===== config.mk =====
export PLATFORM = sky130hd
export DESIGN_NAME = dither_sequencer
export DESIGN_NICKNAME = d
export VERILOG_FILES = /design/src/rtl/dither_sequencer.sv
export SDC_FILE = /design/constraint.sdc
export NUM_CORES = 1
export LEC_CHECK = 0
export CAP_MARGIN = 20
export CORE_UTILIZATION = 39
export CTS_CLUSTER_DIAMETER = 150
export CTS_CLUSTER_SIZE = 30
export DETAILED_ROUTE_END_ITERATION = 8
export GPL_ROUTABILITY_DRIVEN = 0
export PLACE_DENSITY = 0.66
export SLEW_MARGIN = 25
export SYNTH_ARGS = -nofsm -noshare
export SYNTH_HDL_FRONTEND = slang
export SYNTH_SLANG_ARGS = --single-unit

===== constraint.sdc =====
create_clock -name clk -period 1.4 [get_ports clk]
set_input_delay 0.14 -clock clk [delete_from_list [all_inputs] [get_ports clk]]
set_output_delay 0.14 -clock clk [all_outputs]
set_load 0.1 [all_outputs]

===== src/rtl/dither_sequencer.sv =====
// Frame-synchronous sequencer for the ordered dither stage: detects vsync in the clk
// domain, steps dither field/phase per frame, and commits mode changes at frame edges.
module dither_sequencer #(
  parameter int         FRAME_W    = 8,
  parameter int         FRAME_DIV  = 1,
  parameter logic [1:0] RESET_MODE = 2'b01
) (
  input  logic               clk,
  input  logic               reset,
  input  logic               vsync_n,
  input  logic [1:0]         cfg_mode,
  input  logic               cfg_valid,
  output logic               cfg_ready,
  output logic               frame_tick,
  output logic               field,
  output logic [1:0]         phase,
  output logic [1:0]         mode,
  output logic [FRAME_W-1:0] frame_count,
  output logic               cfg_state
);

  // Config handshake: a request transfers on any clk edge where cfg_valid && cfg_ready.
  // cfg_ready is a decode of the registered FSM state, so it never depends on cfg_valid.
  typedef enum logic {
    IDLE    = 1'b0,
    PENDING = 1'b1
  } cfg_state_t;

  localparam logic [3:0] DIV_LAST = 4'(FRAME_DIV - 1);

  cfg_state_t state, state_nxt;
  logic       accept, commit;
  logic       vs_d, run;
  logic [1:0] shadow;
  logic [3:0] div_cnt;
  logic       step;
  logic [1:0] phase_next;

  assign step       = (div_cnt == DIV_LAST);
  assign phase_next = phase + 2'd1;
  assign cfg_state  = state;

  always_ff @(posedge clk or posedge reset) begin
    if (reset) state <= IDLE;
    else       state <= state_nxt;
  end

  always_comb begin
    state_nxt = state;
    cfg_ready = 1'b0;
    accept    = 1'b0;
    commit    = 1'b0;
    case (state)
      IDLE: begin
        cfg_ready = 1'b1;
        if (cfg_valid) begin
          accept    = 1'b1;
          state_nxt = PENDING;
        end
      end
      PENDING: begin
        if (frame_tick) begin
          commit    = 1'b1;
          state_nxt = IDLE;
        end
      end
      default: state_nxt = IDLE;
    endcase
  end

  always_ff @(posedge clk or posedge reset) begin
    if (reset) begin
      run         <= 1'b0;
      vs_d        <= 1'b1;
      frame_tick  <= 1'b0;
      field       <= 1'b0;
      phase       <= 2'd0;
      div_cnt     <= 4'd0;
      frame_count <= '0;
      mode        <= RESET_MODE;
      shadow      <= 2'd0;
    end else begin
      // The first edge after release only primes vs_d, so a vsync already low gives no tick.
      run        <= 1'b1;
      vs_d       <= vsync_n;
      frame_tick <= run & vs_d & ~vsync_n;
      if (accept) shadow <= cfg_mode;
      if (frame_tick) begin
        frame_count <= frame_count + FRAME_W'(1);
        if (commit) begin
          mode    <= shadow;
          field   <= 1'b0;
          phase   <= 2'd0;
          div_cnt <= 4'd0;
        end else begin
          div_cnt <= step ? 4'd0 : div_cnt + 4'd1;
          if (step) begin
            case (mode)
              2'b00: begin
                field <= 1'b0;
                phase <= 2'd0;
              end
              2'b01: begin
                field <= ~field;
                phase <= 2'd0;
              end
              2'b10: begin
                phase <= phase_next;
                field <= phase_next[0];
              end
              default: ;
            endcase
          end
        end
      end
    end
  end

endmodule

; Word level (Yosys, flattened, before mapping)
; Cells that the tools add are included.
[totals]
latchBits = 0
rom_bits = 0
mem_count = 0
input_bits = 6
mem_bits_rw = 0
reg_bits = 23
[op_classes]
add_sub_neg = 3
muxes = 15
n_reduce_logical = 9
bitwise = 5
n_mul = 0
eq_ne = 2
order_cmp = 0
n_div = 0
shift = 0
[op_table]
columns = operator, n
row1 = $add A8 B1 Y8 const B, 1
row2 = $mux W1, 8
row3 = $mux W4, 2
row4 = $reduce_and A3 Y1, 2
row5 = $add A4 B1 Y4 const B, 1
row6 = $logic_not A4 Y1, 1
row7 = $mux W2, 2
row8 = $pmux W2 S2, 1
row9 = $reduce_bool A4 Y1, 1
row10 = $not A1 Y1, 3
row11 = $pmux W1 S3, 1
row12 = $reduce_bool A3 Y1, 1
row13 = $add A2 B1 Y2 const B, 1
row14 = $and A1 B1 Y1, 2
row15 = $eq A2 B1 Y1 const B, 1
row16 = $eq A2 B2 Y1 const B, 1
row17 = $logic_not A2 Y1, 1
row18 = $pmux W1 S2, 1
row19 = $reduce_and A2 Y1, 1
row20 = $reduce_bool A2 Y1, 1
row21 = $reduce_or A2 Y1, 1

; Longest topological paths before layout
[logic_depth]
word_depth = 5
depth_mapped = 5

; Worst setup path after synthesis
; Ideal clock, no wire load.
[synth_path]
kind = register to register
start = register state, in the netlist cfg_state
end = register phase[1]
path_stages_with_launch = 4
slack_ns = -0.912
synth_period_minus_slack_ns = 2.312
arrival_time_ns = 2.144
required_ns = 1.233
setup_ns = 0.167
path_buffers = 0
path_cell_list = dfrtp_1 inv_1 o211ai_1 o311ai_1
[synth_between]
elab_chain_cells = 3
elab_cells_between_ends = 5
classes_between = mux: 2 / reduce/logical: 3
[synth_lines]
columns = item, line
row1 = "start, declared", 31  ; cfg_state_t state, state_nxt;
row2 = "start signal, assigned", 45  ; else state <= state_nxt;
row3 = $mux W1 (*), 53  ; case (state)
row4 = $reduce_bool A3 Y1 (no source line) or $reduce_bool A2 Y1 (tied branches), --
row5 = $reduce_and A3 Y1 (no source line), --
row6 = "end signal, assigned", 108  ; phase <= phase_next;
row7 = "end, declared", 16  ; output logic [1:0] phase,
; Every way passes the cells marked *; elsewhere a longest branch is shown, timed or not.
; A chain may end at the register's enable or synchronous reset.

; Worst setup path after layout
[layout_path]
start = register mode[0]
end = register phase[0]
[layout_between]
elab_chain_cells = 5
elab_cells_between_ends = 9
classes_between = eq/ne: 2 / mux: 3 / reduce/logical: 4
[layout_lines]
columns = item, line
row1 = "start, declared", 17  ; output logic [1:0] mode,
row2 = "start signal, assigned", 91  ; mode <= shadow;
row3 = $eq A2 B1 Y1 or $logic_not A2 Y1 (tied branches), 98  ; case (mode)
row4 = $reduce_or A2 Y1 (no source line), --
row5 = $pmux W2 S2, 98
row6 = $mux W2, 97  ; if (step) begin
row7 = $mux W2, 90  ; if (commit) begin
; Several ways; a longest one is shown, not always the timed one. The select of a mux whose other input is x is not followed.

==> out/qor.yml <==
outcome: "finished with violations"
violations: "setup timing"
ant_nets: 0
io-pin-count: 22
area_growth_pct: 56.4
antennaDiodeCount: 0
dp.cells: 157
finClkSkew_ns: 0.00219
hold_violations: 0
cts_tree: "done"
start_util_pct: 42.5
dpl.hpwl_um: 1610
ys_seq_elements: 23
reg2reg_depth: 5
numPortBuffers: 21
synth_fp_nets: 110
worst-r2r-setup-slack_ns: -0.08
cts_max_path_buffers: 2
die_h_um: 54.9
clock-root-buffer: "clkbuf_4"
syn-mean-instance-area_um2: 11.1
drv_slew: 0
layout.cells.non_filler: 162
core-area_mm2: 0.00257
grt_pass1_vias: 874
final_cell_mix: "buf_12 (16), dfrtp_1 (11), buf_4 (10)"
ys_types: 29
clk_latency_ns: 0.30
grt.total_usage_pct: 17.6
synth_area_mm2: 0.00109
layout_commonest_cell: "buf_12"
yosysSeqAreaShare_pct: 52.9
cts_buffers: 3
max_freq_ghz: 0.675
dieArea_mm2: 0.00302
num_rows: 18
yosys_warnings: 0
path_clk_slew_ns: 0.12
fill_cells: 206
period_share_pct: 106
critPathArrivalTime_ns: 1.68
hold_path.class: "in -> async"
ctsHtreeMaxLevel: 1
cts.sinks: 23
drt-initial-drc-count: 8
drv_cap: 0
die_x_um: 54.9
required_ns: 1.60
setup_violations: 4
vias_per_cell: 5.22
worst_slack_ns: -0.0819
grt_max_degree: 24
grt_pass1_wl_um: 3730
vias: 846
layout_min_cycle_time_ns: 1.48
setup_tns_ns: -0.115
drive_gt1_share_pct: 43.9
drc_errors: 0
dp_slack_ns: -0.163
critical_path_class: "reg -> reg"
postRouteWirelength_um: 2220
routedWlPerCell_um: 13.7
reg2reg_from: "mode[0]"
cts_hold_buf: 0
slowest_stage: "dfstp_4"
start_kind: "flop"
cp_cell_sequence: "inv_4 > ha_4 > nor2b_4 > a32o_1 > a31o_1"
max_stage_delay_ns: 0.65
antenna_found_initial: 0
first_pass_iters: 4
r2r-end: "phase[0]"
nNetsFinal: 145
syn_inst: 98
cp_max_fo: 3
rsz0062_at_grt: "yes"
endpoint_kind: "flop"
overflow: 0
sequential cells by signal, summed over array words and instances (netlist names):
name and count:
vs_d 1, run 1, shadow 2, cfg_state 1
frame_tick 1, div_cnt 4, phase 2, mode 2
field 1, frame_count 8
cell usage after synthesis:
cell	count	area share, %
nand3_1	3	1.4
or3b_1	1	0.80
nand2_1	8	2.7
a21o_1	1	0.69
nor3_1	2	0.92
dfstp_2	2	4.8
nor2b_1	7	4.0
ha_1	6	6.9
xnor2_1	3	2.4
a21oi_1	1	0.46
nand2b_1	2	1.1
o21ai_0	3	1.4
a31o_1	1	0.80
o2bb2ai_1	1	0.80
a32o_1	1	0.92
buf_4	1	0.69
o211ai_1	4	2.7
nor3b_1	1	0.69
nor2_1	3	1.0
conb_1	1	0.34
o22ai_1	1	0.57
inv_1	8	2.7
dfrtp_1	21	48
a31oi_1	2	1.1
nor4bb_1	1	0.92
nand4_1	3	1.7
o311ai_1	1	0.80
mux2_2	5	5.2
xor2_1	4	3.2
how the worst max path moves through the flow:
stage / slack [ns] / from / end
6_report: -0.08 / mode[0] / phase[0]
5_1_grt: -0.10 / mode[0] / phase[0]
4_1_cts: -0.08 / mode[0] / phase[0]
3_5_place_dp: -0.16 / mode[0] / field
3_3_place_gp: -0.09 / mode[0] / field
2_1_floorplan: -0.30 / mode[0] / phase[0]
cell type report:
cell class                      count  area, µm²  area share [%]
Timing Repair Buffer               31        445            26.1
Inverter                            8       36.3            2.12
Tap cell                           30       37.5            2.20
Clock buffer                        4       26.3            1.54
Multi-Input combinational cell     66        558            32.7
Sequential cell                    23        604            35.4
kinds of logic after synthesis:
kind of cell    count (synthesis)  synth area share (%)
compound gates                 16                  10.3
xor+xnor                        7                  5.61
fa+ha+maj                       6                  6.87
buf+inv                         9                  3.44
flops                          23                  52.9
mux                             5                  5.15
other cells                     1                 0.343
simple gates                   31                  15.3
worst max-delay path, delay by kind of cell (launching register included):
| kind | cells | cell delay, ns |
|---|---|---|
| DFF | 1 | 0.65 |
| AOI/OAI and AO/OA | 2 | 0.40 |
| adders and majority gates | 1 | 0.16 |
| and+or+nand+nor | 1 | 0.13 |
| buffers and inverters | 1 | 0.04 |
metal layers:
| metal | global-route usage, % | wire length [µm] |
|---|---|---|
| met5 | 0 | 0 |
| met4 | 7.92 | 26 |
| met3 | 3.83 | 87 |
| met2 | 29.7 | 1100 |
| met1 | 21.2 | 1010 |
metrics by stage:
step / cell area (µm²) / hold WS [ns] / utilization (%)
after floorplan: 1140 / 0.140 / -
after global placement: 1610 / 0.456 / 62.8
after detailed placement: 1610 / 0.459 / 62.8
after CTS: 1690 / 0.157 / 65.9
after global routing: 1710 / 0.184 / 66.5
final: 1710 / 0.161 / 66.5
timing repair:
action,4_1_cts,5_1_grt
resized for setup,10,2
setup buffers,1,1
endpoints found under the setup margin,5,5
pin swaps,4,5
Power is not shown: default switching activity piles up to over one toggle a cycle in this logic, so the estimate is an artifact.
==> variant: new RTL, config.mk and constraints unchanged <==
`FRAME_W`: 8 -> 10.
--- a/src/rtl/dither_sequencer.sv
+++ b/src/rtl/dither_sequencer.sv
@@ -3,3 +3,3 @@
 module dither_sequencer #(
-  parameter int         FRAME_W    = 8,
+  parameter int         FRAME_W    = 10,
   parameter int         FRAME_DIV  = 1,
Interface: changed (resized frame_count); port bits go from 22 to 24. No check against the original RTL was run, so the function may have changed too.
==> variant against the unedited design <==
The run still ends with setup timing left; non-clock buffer count is 10 higher; routed wire length increased by 0.63%; first-iteration DRC count grew to 2.5 times the old value; clock skew is 6.7 ps higher; via count decreased by 0.71%; critical path depth unchanged; sequential cell count grew 2; final cell count up 5.6%; design area up 8.6%; synthesized area up 5.5%; worst setup slack lost 190 ps; die area up 5.3%; highest routed layer is now met3.
==> variant: results (changes against the unedited design) <==
final critical-path setup slack -270 ps (was -81.9 ps); final setup violating endpoints 5 (was 4); total placed instance area 1750 um2 (was 1610 um2); failing checks setup timing (unchanged); most frequent cells after synthesis 23 x sky130_fd_sc_hd__dfrtp_1, 9 x sky130_fd_sc_hd__nand2_1, 7 x sky130_fd_sc_hd__inv_1 (was 21 x sky130_fd_sc_hd__dfrtp_1, 8 x sky130_fd_sc_hd__inv_1, 8 x sky130_fd_sc_hd__nand2_1); final-layout worst hold slack 154 ps (was 161 ps); net count after synthesis 109 (was 110); Distinct cells, synth 30 (was 29); Avg Synthesized Cell Area 11.9 um2 (was 11.1 um2); proportion of synthesized chip area in sequential cells 54.5% (was 52.9%); run status finished with violations (unchanged); first-iteration detailed-routing DRC count 20 (was 8); cell count after placement 161 (was 157); DP Wirelength 1710 um (was 1610 um); Synth Area in Compound Gates 7.82% (was 10.3%); area taken by multi-input logic gates 546 um2 (was 558 um2); Routed WL 2240 um (was 2220 um); arrival time reported for the critical path endpoint 1930 ps (was 1680 ps); fraction of layout cells with a size suffix above 1 50.7% (was 43.9%); registers with the most flip-flops frame_count x10, div_cnt x4 (was frame_count x8, div_cnt x4); largest net degree at the start of global routing 26 (was 24); final worst clock skew 8.85 ps (was 2.19 ps); multiplexer fraction of the synthesized cell area 4.89% (was 5.15%); most area-consuming cells after synthesis sky130_fd_sc_hd__dfrtp_1 50%, sky130_fd_sc_hd__ha_1 6.5%, sky130_fd_sc_hd__mux2_2 4.9%, sky130_fd_sc_hd__dfstp_2 4.6%, sky130_fd_sc_hd__xor2_1 4.6% (was sky130_fd_sc_hd__dfrtp_1 48%, sky130_fd_sc_hd__ha_1 6.9%, sky130_fd_sc_hd__mux2_2 5.2%, sky130_fd_sc_hd__dfstp_2 4.8%, sky130_fd_sc_hd__nor2b_1 4.0%); wire length of the first global-routing pass 3760 um (was 3730 um); nets@finish 153 (was 145); number of filler instances in the final layout 221 (was 206); via count of the first global-routing pass 819 (was 874); XOR/XNOR share of the synthesized area 8.36% (was 5.61%)
-- variant: per-stage QoR --
step           setup TNS, ps  worst slack, ps
2_1_floorplan          -1660             -446
3_3_place_gp            -667             -234
3_5_place_dp            -789             -263
4_1_cts                 -865             -285
5_1_grt                -1120             -312
6_report                -815             -270
-- variant: logic make-up (layout without fill, tap and decap cells) --
| kind of cell | after synthesis | count (layout) |
|---|---|---|
| buffers and inverters | 9 | 52 |
| other | 1 | 1 |
| flip-flops | 25 | 25 |
| XOR/XNOR | 11 | 11 |
| AO/OA/AOI/OAI | 11 | 11 |
| multiplexers | 5 | 5 |
| AND/OR/NAND/NOR | 29 | 29 |
| adder cells (fa/ha/maj) | 6 | 6 |
-- variant: final timing paths --
check | start | to | cells after the start
setup reg to reg | mode[0] | phase[1] | 5
max in group asynchronous | reset | vs_d | 3
hold / removal | reset | frame_count[3] | 3
hold reg to reg | vs_d | frame_tick | 2
setup / recovery | mode[0] | phase[1] | 5
min in group clk | vsync_n | vs_d | 1
-- variant: routing by layer --
metal	up-vias	part of all wire, %	track usage, %
met5	-	0	0
met4	0	0	2.44
met3	0	3.4	5.53
met2	14	52	25.5
met1	409	45	19.9
li1	417	-	-
-- variant: repair_timing --
item / in CTS / in global routing
setup buffers: 1 / 5
pin swaps: 4 / 2
setup endpoints to repair: 7 / 8
resized for setup: 3 / 3
gates cloned: 0 / 0
hold buffers: 0 / 0
-- variant: area by class of cell --
type | instances | area share [%]
clock buffers | 4 | 1.42
inverters | 7 | 1.75
repair buffers | 41 | 29.8
well taps | 31 | 2.09
flip-flops and latches | 25 | 35.5
multi-input cells | 63 | 29.4
-- variant: power by group --
group	switching (mW)	leakage [nW]	internal, mW
logic	1.56	0.515	1.04
registers	0.238	0.305	0.965
clock network	0.193	0.0150	0.111
